[src/rtl/phy_link_partner.sv]
// Behavioural HMC PHY link partner: power-up/lock timing, TS1 training with
// per-lane bit-slip alignment, then 2-cycle loopback once the link is ACTIVE.
module phy_link_partner #(
    parameter int DWIDTH       = 128,
    parameter int NUM_LANES    = 8,
    parameter int TX_READY_DLY = 8,
    parameter int RX_READY_DLY = 8,
    parameter int ALIGN_HOLD   = 16
) (
    input  logic                 clk_hmc,
    input  logic                 res_n_hmc,
    input  logic [DWIDTH-1:0]    phy_data_tx_link2phy,
    input  logic [NUM_LANES-1:0] phy_bit_slip,
    input  logic                 phy_init_cont_set,
    output logic [DWIDTH-1:0]    phy_data_rx_phy2link,
    output logic                 phy_tx_ready,
    output logic                 phy_rx_ready,
    output logic [2:0]           link_state,
    output logic                 lanes_aligned
);

    typedef enum logic [2:0] {
        ST_PWR_UP  = 3'd0,
        ST_RX_LOCK = 3'd1,
        ST_NULL    = 3'd2,
        ST_TS1     = 3'd3,
        ST_ACTIVE  = 3'd4
    } state_t;

    localparam int CNT_MAX = (TX_READY_DLY > RX_READY_DLY) ? TX_READY_DLY : RX_READY_DLY;
    localparam int CW      = $clog2(CNT_MAX + 1);
    localparam int AW      = $clog2(ALIGN_HOLD + 1);
    localparam logic [CW-1:0] TX_LAST   = CW'(TX_READY_DLY - 1);
    localparam logic [CW-1:0] RX_LAST   = CW'(RX_READY_DLY - 1);
    localparam logic [AW-1:0] HOLD_LAST = AW'(ALIGN_HOLD - 1);

    state_t              state_q;
    state_t              state_d;
    logic [CW-1:0]       dly_cnt;
    logic [AW-1:0]       align_cnt;
    logic [3:0]          seq;
    logic [3:0]          offs [NUM_LANES];
    logic [DWIDTH-1:0]   loop_pipe;
    logic [DWIDTH-1:0]   ts1_word;
    logic                all_zero;
    logic                tx_done;
    logic                rx_done;
    logic                hold_done;
    logic                stay_ts1;

    function automatic logic [15:0] rotl16(input logic [15:0] w, input logic [3:0] k);
        logic [31:0] t;
        t = {w, w} << k;
        return t[31:16];
    endfunction

    assign tx_done   = (state_q == ST_PWR_UP)  && (dly_cnt == TX_LAST);
    assign rx_done   = (state_q == ST_RX_LOCK) && (dly_cnt == RX_LAST);
    assign hold_done = lanes_aligned && (align_cnt == HOLD_LAST);
    assign stay_ts1  = (state_q == ST_TS1) && (state_d == ST_TS1);
    assign link_state = state_q;

    always_comb begin
        all_zero = 1'b1;
        for (int i = 0; i < NUM_LANES; i++) begin
            if (offs[i] != 4'd0) all_zero = 1'b0;
        end
        // Gated so the flag reads 0 while reset is held, whatever the offsets are.
        lanes_aligned = all_zero & res_n_hmc;
    end

    always_comb begin
        ts1_word = '0;
        for (int i = 0; i < NUM_LANES; i++) begin
            ts1_word[16*i +: 16] = rotl16({4'hF, 4'h0, 4'h3, seq}, offs[i]);
        end
    end

    always_comb begin
        state_d = state_q;
        case (state_q)
            ST_PWR_UP:  if (tx_done) state_d = ST_RX_LOCK;
            ST_RX_LOCK: if (rx_done) state_d = ST_NULL;
            ST_NULL:    if (phy_init_cont_set) state_d = ST_TS1;
            ST_TS1: begin
                if (!phy_init_cont_set) state_d = ST_NULL;
                else if (hold_done)     state_d = ST_ACTIVE;
            end
            ST_ACTIVE:  if (!phy_init_cont_set) state_d = ST_NULL;
            default:    state_d = ST_PWR_UP;
        endcase
    end

    always_ff @(posedge clk_hmc or negedge res_n_hmc) begin
        if (!res_n_hmc) begin
            state_q <= ST_PWR_UP;
        end else begin
            state_q <= state_d;
        end
    end

    always_ff @(posedge clk_hmc or negedge res_n_hmc) begin
        if (!res_n_hmc) begin
            dly_cnt      <= '0;
            align_cnt    <= '0;
            seq          <= 4'd0;
            phy_tx_ready <= 1'b0;
            phy_rx_ready <= 1'b0;
            for (int i = 0; i < NUM_LANES; i++) begin
                offs[i] <= 4'((3 * i + 1) % 16);
            end
        end else begin
            if (tx_done || rx_done)
                dly_cnt <= '0;
            else if (state_q == ST_PWR_UP || state_q == ST_RX_LOCK)
                dly_cnt <= dly_cnt + CW'(1);
            else
                dly_cnt <= '0;

            phy_tx_ready <= phy_tx_ready | tx_done;
            phy_rx_ready <= phy_rx_ready | rx_done;

            // seq and the hold count only run while training continues uninterrupted.
            seq       <= stay_ts1 ? seq + 4'd1 : 4'd0;
            align_cnt <= (stay_ts1 && lanes_aligned) ? align_cnt + AW'(1) : '0;

            if (state_q == ST_TS1) begin
                for (int i = 0; i < NUM_LANES; i++) begin
                    if (phy_bit_slip[i]) offs[i] <= offs[i] - 4'd1;
                end
            end
        end
    end

    always_ff @(posedge clk_hmc or negedge res_n_hmc) begin
        if (!res_n_hmc) begin
            loop_pipe            <= '0;
            phy_data_rx_phy2link <= '0;
        end else begin
            // Clearing the pipe outside ACTIVE guarantees zeros right after entry.
            loop_pipe <= (state_q == ST_ACTIVE) ? phy_data_tx_link2phy : '0;
            case (state_q)
                ST_TS1:    phy_data_rx_phy2link <= ts1_word;
                ST_ACTIVE: phy_data_rx_phy2link <= loop_pipe;
                default:   phy_data_rx_phy2link <= '0;
            endcase
        end
    end

endmodule

[config.mk]
export PLATFORM = sky130hd
export DESIGN_NAME = phy_link_partner
export DESIGN_NICKNAME = d
export VERILOG_FILES = /design/src/rtl/phy_link_partner.sv
export SDC_FILE = /design/constraint.sdc
export NUM_CORES = 1
export LEC_CHECK = 0
export CORE_MARGIN = 2
export CORE_UTILIZATION = 30
export DETAILED_ROUTE_END_ITERATION = 10
export SETUP_SLACK_MARGIN = 0.15
export SYNTH_ARGS = -nofsm -noshare
export SYNTH_HDL_FRONTEND = slang
export SYNTH_SLANG_ARGS = --single-unit
[constraint.sdc]
create_clock -name clk_hmc -period 2.34 [get_ports clk_hmc]
set_clock_uncertainty 0.2 [all_clocks]
set_input_delay 0.351 -clock clk_hmc [delete_from_list [all_inputs] [get_ports clk_hmc]]
set_output_delay 0.351 -clock clk_hmc [all_outputs]
set_load 0.01 [all_outputs]
==> flow_metrics.env <==
export IMPL_clockBufferDepth=3
export IMPL_firstDrtPassIters=5
export IMPL_synth_area_leaders="dfrtp_1 (50%), and2_1 (5.6%), dfstp_2 (2.5%)"
export IMPL_p_int_mw=15.6
export IMPL_grt_pass1_vias=11400
export IMPL_timing_final_crit_period_ps=2660
export IMPL_cts_tree="yes"
export IMPL_power_leakage_nw=8.80
export IMPL_wl_per_cell_um=18.4
export IMPL_initial_utilization=0.304
export IMPL_reg2reg_depth=8
export IMPL_whs_path_depth=2
export IMPL_netSwitchingFraction=0.354
export IMPL_ys_flop_type="dfrtp_1"
export IMPL_syn_cell_area_um2=14500
export IMPL_synth_fp_nets=1499
export IMPL_p_per_area_nw_per_um2=1210
export IMPL_io_pins=273
export IMPL_cp_required_ps=1790
export IMPL_routed_wl_um=42100
export IMPL_antenna_found_initial=4
export IMPL_max_vdd_ir_drop_mv=0.521
export IMPL_die_h_um=224
export IMPL_cts_sinks=306
export IMPL_ys_seq_elements=306
export IMPL_rows=80
export IMPL_via_per_inst=4.95
export IMPL_rsz0062_at_grt="true"
export IMPL_dp_hpwl_um=28500
export IMPL_max_freq_mhz=376
export IMPL_synth_top_area_frac=0.505
export IMPL_setup_worst_path_end_class="output port"
export IMPL_grt_max_degree=74
export IMPL_gr_usage_met2=0.264
export IMPL_ant_nets=0
export IMPL_dp_slack_ps=-345
export IMPL_violations="setup timing"
export IMPL_status="complete, but fails checks"
export IMPL_p_sw_mw=8.52
export IMPL_drtIter0Drc=863
export IMPL_drv_slew=0
export IMPL_drc=0
export IMPL_synth_cells=1334
export IMPL_drive_gt1_frac=0.165
export IMPL_setup_viol=1
export IMPL_ys_types=68
export IMPL_dieWidth_um=224
export IMPL_final_area_um2=19900
export IMPL_power_frac_comb=0.466
export IMPL_globalRouteOverflowTotal=0
export IMPL_arrival_ps=2110
export IMPL_seq_area_frac_synth=0.530
export IMPL_grtUsageTotal=0.166
export IMPL_die_area_um2=50000
export IMPL_critical_path_class="reg -> out"
export IMPL_grt_use_met3=0.0290
export IMPL_grt_pass1_wl_um=65200
export IMPL_start_kind="register"
export IMPL_grt_util_met1=0.231
export IMPL_coreArea_um2=47600
export IMPL_hold_class="in -> reg"
export IMPL_period_share=1.14
export IMPL_hold_violations=0
export IMPL_p_total_mw=24.1
export IMPL_clkPwrFrac=0.235
export IMPL_worst_slack_ps=-320
export IMPL_area_growth_pct=37.3
export IMPL_power_frac_seq=0.298
export IMPL_cts_inserted_buffers=36
export IMPL_synth_most_common_cell="dfrtp_1"
export IMPL_ys_warn_count=0
export IMPL_synth_avg_cell_area_um2=10.8
export IMPL_dpl_cell_area_um2=18300
export IMPL_synth_top_cell_by_area="dfrtp_1"
export IMPL_htree_levels=2
export IMPL_cts_clk_slew_worst_paths_ps=60
export IMPL_clk_latency_ps=530
export IMPL_grt_busiest_layer="met2"
export IMPL_path_max_fanout=2
export IMPL_worstMarginPinSlew_ps=766
export IMPL_synthArstFlopShare=1.00
export IMPL_dr_total_vias=11300
export IMPL_relSlewSlack=0.489
export IMPL_cap_violations=0
export IMPL_portBuffers=272
export IMPL_globalplace_congestion=0.760
export IMPL_synth_common_cells="dfrtp_1 (292), and2_1 (130), nand2_1 (85)"
export IMPL_root_buffer="clkbuf_16"
export IMPL_synth_edff_count=0
export IMPL_nets=1803
[per-layer routing]
metal,share of wire,up-vias
li1,-,5353
met1,0.46,5579
met2,0.47,312
met3,0.054,49
met4,0.019,2
met5,0.00029,-
[state kept, by name (all words and copies together) (netlist names)]
name and count:
phy_data_rx_phy2link 128, align_cnt 5, phy_tx_ready 1, link_state 3, dly_cnt 4, seq 4
offs 32, loop_pipe 128, phy_rx_ready 1
[cell usage in the layout, fill, tap and decap left out, types with 8 or more instances in the layout]
cell type / synthesis / layout
and2_1: 130 / 130
o211ai_1: 15 / 15
a22o_1: 40 / 40
nand2b_1: 15 / 15
inv_1: 30 / 21
o21bai_1: 15 / 15
a211oi_1: 9 / 9
a21oi_1: 54 / 54
xnor2_1: 27 / 27
ha_1: 26 / 19
o31ai_1: 17 / 17
a21o_1: 11 / 11
a221o_1: 18 / 18
nor2_1: 62 / 62
nand3_1: 20 / 20
nor3_1: 21 / 20
dfrtp_1: 292 / 285
inv_2: 0 / 9
a32o_1: 21 / 21
a32oi_1: 13 / 13
dfstp_2: 14 / 14
clkbuf_16: 0 / 37
mux2i_1: 34 / 33
buf_12: 0 / 12
nor2b_1: 12 / 11
mux4_2: 13 / 13
mux2_2: 16 / 16
nand3b_1: 9 / 9
o21ai_1: 7 / 8
buf_4: 5 / 103
o21ai_0: 69 / 68
clkdlybuf4s50_1: 0 / 270
nand2_1: 85 / 85
[final timing paths]
path / startpoint / end / slack (ps)
worst min-delay path: phy_data_tx_link2phy[29] / loop_pipe[29] / 170
min in group asynchronous: res_n_hmc / dly_cnt[2] / 270
max in group asynchronous: res_n_hmc / loop_pipe[39] / 510
worst max-delay path: offs[29] / lanes_aligned / -320
worst min register to register: loop_pipe[33] / phy_data_rx_phy2link[33] / 240
worst max register to register: offs[29] / seq[0] / 110
[power by group through the flow]
stage               clock network, mW  registers (mW)  logic (mW)
finish                           5.67            7.19        11.2
CTS                              5.86            7.21        11.0
detailed placement                  0            7.24        10.8
floorplan                           0            7.62        5.90
global route                     6.07            7.32        12.3
global placement                    0            7.25        10.6
[through the flow]
stage / TNS [ps] / hold slack [ps] / instances / utilization
5_1_grt: -422 / 151 / 2280 / 0.417
6_report: -320 / 172 / 2281 / 0.417
2_1_floorplan: 0 / -145 / 1334 / -
4_1_cts: -365 / 127 / 2263 / 0.412
3_3_place_gp: -309 / 224 / 2193 / 0.384
3_5_place_dp: -345 / 230 / 2193 / 0.384
[critical path, cell delays in order (launching register included)]
cell and delay, ps:
dfrtp_1 390, inv_2 90, ha_4 130, nor4bb_4 290
buf_4 160, nand4_1 160, nor2b_2 220, buf_6 130
[cells by family (layout without fill, tap and decap cells)]
group | after synthesis | after routing | share of synthesized area
flops | 306 | 306 | 0.530
fa+ha+maj | 26 | 26 | 0.0225
other cells | 0 | 2 | 0
mux | 63 | 63 | 0.0562
compound gates | 334 | 334 | 0.165
buf+inv | 162 | 492 | 0.0509
simple gates | 413 | 413 | 0.157
xor+xnor | 30 | 30 | 0.0182
[area by class of cell]
type	count	area, µm²
antenna	2	5.00
clock buffer	50	1030
clock inverter	14	168
fill	4497	27800
inverter	34	128
multi-input combinational	866	6260
sequential	306	7690
tap	615	769
timing repair buffer	394	3820
[repair_timing]
item,4_1_cts,5_1_grt
endpoints found under the hold margin,27,0
pin swaps,7,11
setup endpoints to repair,13,184
gates resized for setup,31,25
hold buffers,1,0
buffers inserted,5,16
Power figures use the tool's default switching activity.
